File: config.mk
export PLATFORM = sky130hd
export DESIGN_NAME = clint_timecmp_sched_flat
export DESIGN_NICKNAME = d
export VERILOG_FILES = /design/src/rtl/clint_timecmp_sched_if.sv /design/src/rtl/clint_timecmp_sched.sv /design/src/flat_wrapper.sv
export SDC_FILE = /design/constraint.sdc
export NUM_CORES = 1
export LEC_CHECK = 0
export BUFFER_PORTS_ARGS = -buffer_cell sky130_fd_sc_hd__buf_2
export CAP_MARGIN = 20
export CORE_MARGIN = 10
export CORE_UTILIZATION = 30
export DETAILED_ROUTE_END_ITERATION = 7
export HOLD_SLACK_MARGIN = 0.03
export PLACE_DENSITY_LB_ADDON = 0.3
export SKIP_LAST_GASP = 1
export SYNTH_ARGS = -nofsm -noshare
export SYNTH_HDL_FRONTEND = slang
export SYNTH_SLANG_ARGS = --single-unit
File: constraint.sdc
create_clock -name clk -period 3.9 [get_ports clk]
set_clock_uncertainty 0.05 [all_clocks]
set_input_delay 0 -clock clk [delete_from_list [all_inputs] [get_ports clk]]
set_output_delay 0 -clock clk [all_outputs]
set_load 0.01 [all_outputs]
File: src/rtl/clint_timecmp_sched_if.sv
// Bundles the slot-configuration handshake and the single-beat register-write
// port that is bridged to the CLINT AXI slave.
interface clint_timecmp_sched_if #(
  parameter int NUM_TIMERS = 4
);
  localparam int IW = $clog2(NUM_TIMERS);

  logic          cfg_valid_i;
  logic          cfg_ready_o;
  logic [IW-1:0] cfg_idx_i;
  logic          cfg_arm_i;
  logic [63:0]   cfg_deadline_i;
  logic          wr_valid_o;
  logic          wr_ready_i;
  logic [31:0]   wr_addr_o;
  logic [31:0]   wr_data_o;

  modport slave (
    input  cfg_valid_i, cfg_idx_i, cfg_arm_i, cfg_deadline_i, wr_ready_i,
    output cfg_ready_o, wr_valid_o, wr_addr_o, wr_data_o
  );

  modport master (
    output cfg_valid_i, cfg_idx_i, cfg_arm_i, cfg_deadline_i, wr_ready_i,
    input  cfg_ready_o, wr_valid_o, wr_addr_o, wr_data_o
  );
endinterface

File: src/rtl/clint_timecmp_sched.sv
// Multiplexes NUM_TIMERS deadline slots onto one CLINT mtimecmp register.
// Optional saturating spurious-irq counter: CLINT_SCHED_SPURIOUS_CNT_EN.
//
// state       | meaning
// ------------+-------------------------------------------------------------
// S_IDLE      | accepting cfg, waiting for timer irq
// S_EXPIRE    | mark armed slots with deadline <= mtime pending, disarm them
// S_SCAN      | one slot per cycle, find earliest armed deadline
// S_WR_LO_MAX | mtimecmp[31:0] <= all-ones so no false irq between halves
// S_WR_HI     | mtimecmp[63:32] <= min[63:32]
// S_WR_LO     | mtimecmp[31:0] <= min[31:0], then record cur_cmp
module clint_timecmp_sched #(
  parameter int          NUM_TIMERS = 4,
  parameter logic [31:0] CLINT_BASE = 32'h0200_0000,
  parameter int          HART_ID    = 0
) (
  input  logic                  clk,
  input  logic                  ndmreset_n,
  clint_timecmp_sched_if.slave  bus,
  input  logic [63:0]           mtime_i,
  input  logic                  timer_irq_i,
  input  logic [NUM_TIMERS-1:0] pend_clr_i,
  output logic [NUM_TIMERS-1:0] pend_o,
  output logic                  irq_o,
  output logic                  busy_o,
  output logic [15:0]           spurious_cnt_o
);
  localparam int          IW         = $clog2(NUM_TIMERS);
  localparam logic [31:0] LP_ADDR_LO = CLINT_BASE + 32'h4000 + 32'(8 * HART_ID);
  localparam logic [31:0] LP_ADDR_HI = LP_ADDR_LO + 32'd4;
  localparam logic [IW-1:0] LP_LAST  = IW'(NUM_TIMERS - 1);

  typedef enum logic [2:0] {
    S_IDLE, S_EXPIRE, S_SCAN, S_WR_LO_MAX, S_WR_HI, S_WR_LO
  } state_t;

  state_t                r_state, w_state_nxt;
  logic [NUM_TIMERS-1:0] r_armed, r_pend, w_expired;
  logic [63:0]           r_deadline [NUM_TIMERS];
  logic [IW-1:0]         r_idx, w_cfg_idx;
  logic [63:0]           r_min, r_cur_cmp, w_min_nxt;
  logic                  r_irq_seen, w_irq_evt, w_cfg_acc;
  logic                  w_cfg_ready, w_wr_valid;
  logic [31:0]           w_wr_addr, w_wr_data;

  assign w_cfg_idx = bus.cfg_idx_i;
  assign w_irq_evt = timer_irq_i || r_irq_seen;
  assign w_cfg_acc = bus.cfg_valid_i && (r_state == S_IDLE);

  always_comb begin
    w_expired = '0;
    for (int i = 0; i < NUM_TIMERS; i++)
      w_expired[i] = r_armed[i] && (r_deadline[i] <= mtime_i);
  end

  // strict '<' keeps the lower index on ties
  assign w_min_nxt = (r_armed[r_idx] && (r_deadline[r_idx] < r_min)) ? r_deadline[r_idx] : r_min;

  always_comb begin
    w_state_nxt = r_state;
    w_cfg_ready = 1'b0;
    w_wr_valid  = 1'b0;
    w_wr_addr   = '0;
    w_wr_data   = '0;
    case (r_state)
      S_IDLE: begin
        w_cfg_ready = 1'b1;
        if (bus.cfg_valid_i || w_irq_evt) w_state_nxt = S_EXPIRE;
      end
      S_EXPIRE: w_state_nxt = S_SCAN;
      S_SCAN: begin
        if (r_idx == LP_LAST)
          w_state_nxt = (w_min_nxt != r_cur_cmp) ? S_WR_LO_MAX : S_IDLE;
      end
      S_WR_LO_MAX: begin
        w_wr_valid = 1'b1;
        w_wr_addr  = LP_ADDR_LO;
        w_wr_data  = 32'hFFFF_FFFF;
        if (bus.wr_ready_i) w_state_nxt = S_WR_HI;
      end
      S_WR_HI: begin
        w_wr_valid = 1'b1;
        w_wr_addr  = LP_ADDR_HI;
        w_wr_data  = r_min[63:32];
        if (bus.wr_ready_i) w_state_nxt = S_WR_LO;
      end
      S_WR_LO: begin
        w_wr_valid = 1'b1;
        w_wr_addr  = LP_ADDR_LO;
        w_wr_data  = r_min[31:0];
        if (bus.wr_ready_i) w_state_nxt = S_IDLE;
      end
      default: w_state_nxt = S_IDLE;
    endcase
  end

  always_ff @(posedge clk or negedge ndmreset_n) begin
    if (!ndmreset_n) begin
      r_state    <= S_SCAN;
      r_idx      <= '0;
      r_min      <= '1;
      r_cur_cmp  <= '0;
      r_armed    <= '0;
      r_pend     <= '0;
      r_irq_seen <= 1'b0;
      for (int i = 0; i < NUM_TIMERS; i++) r_deadline[i] <= '0;
    end else begin
      r_state <= w_state_nxt;
      r_pend  <= (r_pend & ~pend_clr_i) | ((r_state == S_EXPIRE) ? w_expired : '0);
      if (r_state == S_IDLE) r_irq_seen <= 1'b0;
      else if (timer_irq_i)  r_irq_seen <= 1'b1;
      case (r_state)
        S_IDLE: begin
          if (w_cfg_acc) begin
            r_armed[w_cfg_idx]    <= bus.cfg_arm_i;
            r_deadline[w_cfg_idx] <= bus.cfg_deadline_i;
          end
        end
        S_EXPIRE: begin
          r_armed <= r_armed & ~w_expired;
          r_idx   <= '0;
          r_min   <= '1;
        end
        S_SCAN: begin
          r_min <= w_min_nxt;
          r_idx <= r_idx + IW'(1);
        end
        S_WR_LO: if (bus.wr_ready_i) r_cur_cmp <= r_min;
        default: ;
      endcase
    end
  end

`ifdef CLINT_SCHED_SPURIOUS_CNT_EN
  logic        r_exp_irq;
  logic [15:0] r_spurious;

  always_ff @(posedge clk or negedge ndmreset_n) begin
    if (!ndmreset_n) begin
      r_exp_irq  <= 1'b0;
      r_spurious <= '0;
    end else begin
      if (r_state == S_IDLE) r_exp_irq <= w_irq_evt;
      if ((r_state == S_EXPIRE) && r_exp_irq && (w_expired == '0) && (r_spurious != 16'hFFFF))
        r_spurious <= r_spurious + 16'd1;
    end
  end

  assign spurious_cnt_o = r_spurious;
`else
  assign spurious_cnt_o = 16'h0;
`endif

  assign bus.cfg_ready_o = w_cfg_ready;
  assign bus.wr_valid_o  = w_wr_valid;
  assign bus.wr_addr_o   = w_wr_addr;
  assign bus.wr_data_o   = w_wr_data;
  assign pend_o          = r_pend;
  assign irq_o           = |r_pend;
  assign busy_o          = (r_state != S_IDLE);
endmodule

File: src/flat_wrapper.sv
// flat-port wrapper written by rule: the top's interface ports become plain ports
module clint_timecmp_sched_flat 
#(
  parameter int          NUM_TIMERS = 4,
  parameter logic [31:0] CLINT_BASE = 32'h0200_0000,
  parameter int          HART_ID    = 0
)
  (clk, ndmreset_n, mtime_i, timer_irq_i, pend_clr_i, pend_o, irq_o, busy_o, spurious_cnt_o, bus_cfg_valid_i, bus_cfg_idx_i, bus_cfg_arm_i, bus_cfg_deadline_i, bus_wr_ready_i, bus_cfg_ready_o, bus_wr_valid_o, bus_wr_addr_o, bus_wr_data_o);
  clint_timecmp_sched_if #(.NUM_TIMERS(NUM_TIMERS)) bus_i ();
  input  logic clk;
  input  logic ndmreset_n;
  input  logic [63:0] mtime_i;
  input  logic timer_irq_i;
  input  logic [NUM_TIMERS-1:0] pend_clr_i;
  output logic [NUM_TIMERS-1:0] pend_o;
  output logic irq_o;
  output logic busy_o;
  output logic [15:0] spurious_cnt_o;
  input wire logic [$bits(bus_i.cfg_valid_i)-1:0] bus_cfg_valid_i;
  input wire logic [$bits(bus_i.cfg_idx_i)-1:0] bus_cfg_idx_i;
  input wire logic [$bits(bus_i.cfg_arm_i)-1:0] bus_cfg_arm_i;
  input wire logic [$bits(bus_i.cfg_deadline_i)-1:0] bus_cfg_deadline_i;
  input wire logic [$bits(bus_i.wr_ready_i)-1:0] bus_wr_ready_i;
  output wire logic [$bits(bus_i.cfg_ready_o)-1:0] bus_cfg_ready_o;
  output wire logic [$bits(bus_i.wr_valid_o)-1:0] bus_wr_valid_o;
  output wire logic [$bits(bus_i.wr_addr_o)-1:0] bus_wr_addr_o;
  output wire logic [$bits(bus_i.wr_data_o)-1:0] bus_wr_data_o;
  assign bus_i.cfg_valid_i = bus_cfg_valid_i;
  assign bus_i.cfg_idx_i = bus_cfg_idx_i;
  assign bus_i.cfg_arm_i = bus_cfg_arm_i;
  assign bus_i.cfg_deadline_i = bus_cfg_deadline_i;
  assign bus_i.wr_ready_i = bus_wr_ready_i;
  assign bus_cfg_ready_o = bus_i.cfg_ready_o;
  assign bus_wr_valid_o = bus_i.wr_valid_o;
  assign bus_wr_addr_o = bus_i.wr_addr_o;
  assign bus_wr_data_o = bus_i.wr_data_o;
  clint_timecmp_sched #(.NUM_TIMERS(NUM_TIMERS), .CLINT_BASE(CLINT_BASE), .HART_ID(HART_ID)) u_core (.clk(clk), .ndmreset_n(ndmreset_n), .bus(bus_i), .mtime_i(mtime_i), .timer_irq_i(timer_irq_i), .pend_clr_i(pend_clr_i), .pend_o(pend_o), .irq_o(irq_o), .busy_o(busy_o), .spurious_cnt_o(spurious_cnt_o));
endmodule
* Word-level counts from Yosys, hierarchy flattened
Index checks and enable logic that the tools add are counted.
** Storage, ports and cells
- Bits in registers :: 398
- Latch bits :: 0
- Bits in writable memories :: 0
- Bits in read-only memories :: 0
- Bits of input ports :: 140
- Output and inout bits :: 88
- Logic and storage cells :: 95
- Memories :: 0
** Cells by class
- Add/subtract/negate cells :: 1
- Multipliers :: 0
- Divide/modulo/power cells :: 0
- Order comparisons :: 11
- Equality and inequality tests :: 13
- Shift operators :: 0
- Muxes and demuxes :: 30
- Bitwise gates (word level) :: 7
- Reduce and logical (&&, ||, !) cells :: 22
** Operator list (number)
- $bwmux 256 :: 1
- $le 64x64->1 :: 4
- $mux 64 :: 4
- $bmux 64 s2 :: 1
- $demux 64 s2 :: 1
- $pmux 64 s2 :: 1
- $pmux 32 s3 :: 1
- $lt 64x64->1 :: 1
- $ne 64x64->1 :: 1
- $pmux 26 s2 :: 1
- $pmux 3 s6 :: 1
- $mux 3 :: 5
- $and 4x4->4 :: 2
- $logic_and 1x1->1 :: 8
- $mux 4 :: 2
- $ne 2x2->1 const B :: 4
- $not 4->4 :: 2
- $pmux 4 s2 :: 1
- $eq 3x2->1 const B :: 2
- $eq 3x3->1 const B :: 2
- $ge 3x3->1 const B :: 2
- $lt 2x3->1 const B :: 2
- $mux 1 :: 6
- $not 2->3 :: 2
- other kinds (21) :: 27

* Depth between registers and ports, before layout
- Depth after elaboration :: 11
- Depth in mapped cells :: 21
- Depth with buffers taken out :: 15

* Worst setup path after synthesis
OpenSTA, ideal clock, no wires.
- Path kind :: register -> register
- Start point :: register u_core.r_idx[0]
- End point :: register u_core.r_state[0]
- Setup time :: 0.147 ns
- Data arrival time :: 4.162 ns
- Data required time :: 3.703 ns
- Slack :: -0.459 ns
- Stages on the path, launching flop included :: 20
- Buffers on the path :: 6
- Clock period less this slack :: 4.359 ns
- Cell sequence :: dfrtp_1 > buf_6 > buf_4 > buf_6 > buf_4 > buf_4 > clkbuf_1 > nand2_1 > o21ai_0 > inv_1 > ha_1 > a211oi_1 > o211ai_1 > and3_1 > o41ai_2 > nor2_1 > a221o_1 > or4_4 > nor4_2 > a31oi_1
** On the way
- Cells in the longest elaborated chain, start to end :: 11
- Elaborated cells on any way between the ends :: 16
- Those cells by class :: order compare: 1; eq/ne: 3; mux: 9; bitwise: 1; reduce/logical: 2
** RTL lines
- start, declared :: line clint_timecmp_sched.sv:40 : logic [IW-1:0] r_idx, w_cfg_idx;
- start signal, assigned :: line clint_timecmp_sched.sv:126 : r_idx <= r_idx + IW'(1);
- $not 2->3 (implied by the code) :: line clint_timecmp_sched.sv:57 : assign w_min_nxt = (r_armed[r_idx] && (r_deadline[r_idx] < r_min)) ? r_deadline[r_idx] : r_min;
- $bmux 64 s2 :: line clint_timecmp_sched.sv:57
- $mux 64 (implied by the code) (2 in a row) :: line clint_timecmp_sched.sv:57
- $lt 64x64->1 :: line clint_timecmp_sched.sv:57
- $logic_and 1x1->1 :: line clint_timecmp_sched.sv:57
- $mux 64 :: line clint_timecmp_sched.sv:57
- $ne 64x64->1 :: line clint_timecmp_sched.sv:73 : w_state_nxt = (w_min_nxt != r_cur_cmp) ? S_WR_LO_MAX : S_IDLE;
- $mux 2 :: line clint_timecmp_sched.sv:73
- $mux 3 :: line clint_timecmp_sched.sv:72 : if (r_idx == LP_LAST)
- $pmux 3 s6 :: line clint_timecmp_sched.sv:65 : case (r_state)
- end signal, assigned :: line clint_timecmp_sched.sv:108 : r_state <= w_state_nxt;
- end, declared :: line clint_timecmp_sched.sv:37 : state_t r_state, w_state_nxt;
Several ways; a longest one is shown, not always the timed one. The select of a mux whose other input is x is not followed.
A chain may end at the register's enable or synchronous reset.

* Worst setup path after layout
- Start point :: register u_core.r_idx[1]
- End point :: register u_core.r_state[0]
The elaborated chain is that of the path after synthesis.

==> impl_metrics.ini <==
[synthesis]
syn_area_mm2 = 0.0269
synth_cells = 2583
synth_top_area_frac = 0.309
ys_warn_count = 0
synthArstFlopShare = 1.00
synth_top_flop_cell = dfrtp_1
yosysUniqueCellTypes = 79
ys_ff_latch = 398
syn_avg_cell_area_um2 = 10.4
synth_enable_flop_cells = 0
ys_seq_area_frac = 0.373
ys_top_cells_by_area = dfrtp_1 31%, ha_1 15%, mux2_2 12%, dfstp_2 6.3%, o21ai_0 3.5%
yosysMostFrequentCell = dfrtp_1
synth.top_cells.by_count = 333 x dfrtp_1, 320 x ha_1, 285 x mux2_2, 197 x inv_1, 188 x o21ai_0
synth_area_leader_cell = dfrtp_1

[cells_and_area]
final_nets = 3562
multi_input_area_mm2 = 0.0162
fillers = 8730
seq_area_mm2 = 0.0100
final_core_util = 0.392
synthToLayoutAreaGrowth_pct = 29.2
drive_gt1_frac = 0.339

[floorplanning]
placement_rows = 109
coreArea_mm2 = 0.0888
dieHeight_um = 320
ios = 228
initial_core_util = 0.303
die-area_mm2 = 0.102
die_x_um = 320

[run]
drv_cap = 0

[sta]
rsz0062_at_grt = true
finalCritPeriodShare = 1.11
tightestPinTransition_ns = 0.909
whs_ns = -0.0199
min_period_ns = 4.33
fin_tns_setup_ns = -15.87
setup_ws_ns = -0.434
fmax_mhz = 231
drv_slew = 0
hold_viol = 6
slew_headroom = 0.376
setup_viol = 66

[detailed_routing]
vias_per_cell = 5.28
drtIter0Drc = 1720
drc_errors = 0
firstDrtPassIters = 5
wl_per_cell_um = 24.1
drtAntennaViolNets = 0
wl_um = 104000
vias = 22700

[clock_network]
clockRootBuffer = clkbuf_16
numClockSinks = 398
cts_tree = yes
cts_htree_levels = 2
clkTransAtPathRegs_ns = 0.06
cts.path.max_buffers = 3
clkLatencyLatePin_ns = 0.60
cts_buffers = 48

[setup_path]
start_kind = register
cp.arrival_ns = 4.72
critPathRequiredTime_ns = 4.29
cp_max_fo = 7
crit_path_end_kind = register
path_class = register to register

[global_routing]
grt_max_degree = 93
grt_overflow = 0
antenna_found_initial = 2
grt_pass1_wl_um = 154000
grt_pass1_vias = 23100
grt.total_usage = 0.197

[hold_path]
min-delay-path-class = input port to async pin

[placed_design]
place_congestion = 0.969
place.detailed.hpwl_um = 80300
dpl_worst_slack_ns = -0.665
io_buffers = 182

[pwr]
p_leak_nw = 16.9
vdd_drop_max_v = 0.000329
powerDensity_mw_per_mm2 = 906

[status]
violations = hold timing, setup timing
status = finished with violations
-- per-stage QoR --
stage          instance area (um^2)  hold WS (ns)  cells  power [mW]
6_report                      34800       -0.0199   4307        31.5
5_1_grt                       34800        0.0837   4304        33.3
4_1_cts                       34400        0.0603   4290        30.8
3_5_place_dp                  30900        0.0193   4074        24.4
3_3_place_gp                  30900        0.0111   4074        24.2
2_1_floorplan                 27400        -0.346   2627        17.0
-- cell families after synthesis --
family                   count (synthesis)  share of synthesized area
XOR/XNOR                                69                     0.0224
flip-flops                             398                      0.373
multiplexers                           400                      0.176
adder cells (fa/ha/maj)                320                      0.149
buffers and inverters                  339                     0.0579
AO/OA/AOI/OAI                          587                      0.138
AND/OR/NAND/NOR                        469                     0.0843
other                                    1                   0.000139
-- area by class of cell --
class                   count  share of cell area
flip-flops and latches    398               0.289
multi-input cells        1890               0.466
diodes                      3            0.000216
inverters                 197              0.0213
clock inverters            20             0.00806
clock buffers              67              0.0398
repair buffers            567               0.134
well taps                1165              0.0419
-- placed cells by master (no fill, tap or decap), types with 11 or more instances in the layout --
master / Yosys / layout
mux2i_1: 82 / 73
xor2_1: 26 / 26
o22a_1: 30 / 30
a21oi_1: 133 / 125
nor3_1: 22 / 16
a221oi_1: 15 / 15
nor2_1: 117 / 100
mux4_2: 26 / 27
o21a_1: 16 / 16
buf_4: 50 / 254
nand2b_1: 12 / 12
nor2_2: 0 / 14
buf_12: 0 / 29
o21ai_2: 1 / 15
inv_1: 197 / 192
xnor2_1: 43 / 43
conb_1: 1 / 45
nor2b_1: 19 / 19
clkbuf_16: 0 / 51
nand4_1: 89 / 89
buf_6: 12 / 14
dfstp_2: 65 / 65
o211ai_1: 11 / 11
o21ai_0: 188 / 166
ha_1: 320 / 301
dlygate4sd3_1: 0 / 73
o22ai_1: 18 / 18
buf_2: 8 / 181
mux2_2: 285 / 278
nor4_1: 19 / 17
clkinv_2: 0 / 11
nand3_1: 26 / 25
nand2_1: 138 / 135
ha_4: 0 / 17
dfrtp_1: 333 / 330
a21o_1: 91 / 91
-- registers in the layout, indices dropped and copies added (netlist names) --
name               count
u_core.r_cur_cmp      64
u_core.r_state         3
u_core.r_deadline    256
u_core.r_min          64
u_core.pend_o          4
u_core.r_idx           2
u_core.r_armed         4
u_core.r_irq_seen      1
-- report_power, final --
group	total, mW	leakage [nW]	switching [mW]	internal (mW)
registers	8.46	4.76	2.21	6.26
clock network	4.81	0.821	1.89	2.93
logic	18.2	11.3	9.50	8.73
-- metal layers --
metal	GRT usage	up-vias	share of wire
li1	-	10500	-
met4	0.0599	4	0.033
met5	0	-	0.00019
met3	0.0416	180	0.072
met2	0.314	800	0.45
met1	0.265	11300	0.44
-- timing repair --
| item | in CTS | in global routing |
|---|---|---|
| endpoints found under the hold margin | 470 | 0 |
| hold buffers | 73 | 0 |
| setup endpoints to repair | 66 | 66 |
| cloned | 8 | 2 |
| buffers inserted | 48 | 13 |
| pin swaps | 21 | 13 |
| resized for setup | 107 | 60 |
-- worst paths after layout --
path / startpoint / depth (start not counted) / endpoint / slack [ns]
max in group asynchronous: ndmreset_n / 3 / u_core.r_deadline[101] / 2.75
max reg2reg: u_core.r_idx[1] / 18 / u_core.r_state[0] / -0.43
max: u_core.r_idx[1] / 18 / u_core.r_state[0] / -0.43
min: ndmreset_n / 2 / u_core.r_deadline[141] / -0.02
min reg2reg: u_core.r_cur_cmp[45] / 2 / u_core.r_cur_cmp[45] / 0.44
min in group clk: bus_cfg_idx_i[0] / 4 / u_core.r_deadline[149] / 0.08
-- critical path, cell delays in order, from the launching register on --
cell	delay [ns]
dfrtp_4	0.58
buf_12	0.19
buf_12	0.13
buf_12	0.13
mux4_2	0.39
ha_4	0.31
nand4_1	0.12
nor4_1	0.30
buf_4	0.20
nand3_2	0.10
a21oi_4	0.16
nor3_4	0.07
buf_12	0.14
buf_12	0.12
a32oi_1	0.17
o311ai_1	0.12
or4_4	0.54
nor4_4	0.19
a31oi_1	0.13
Power figures use the tool's default switching activity.
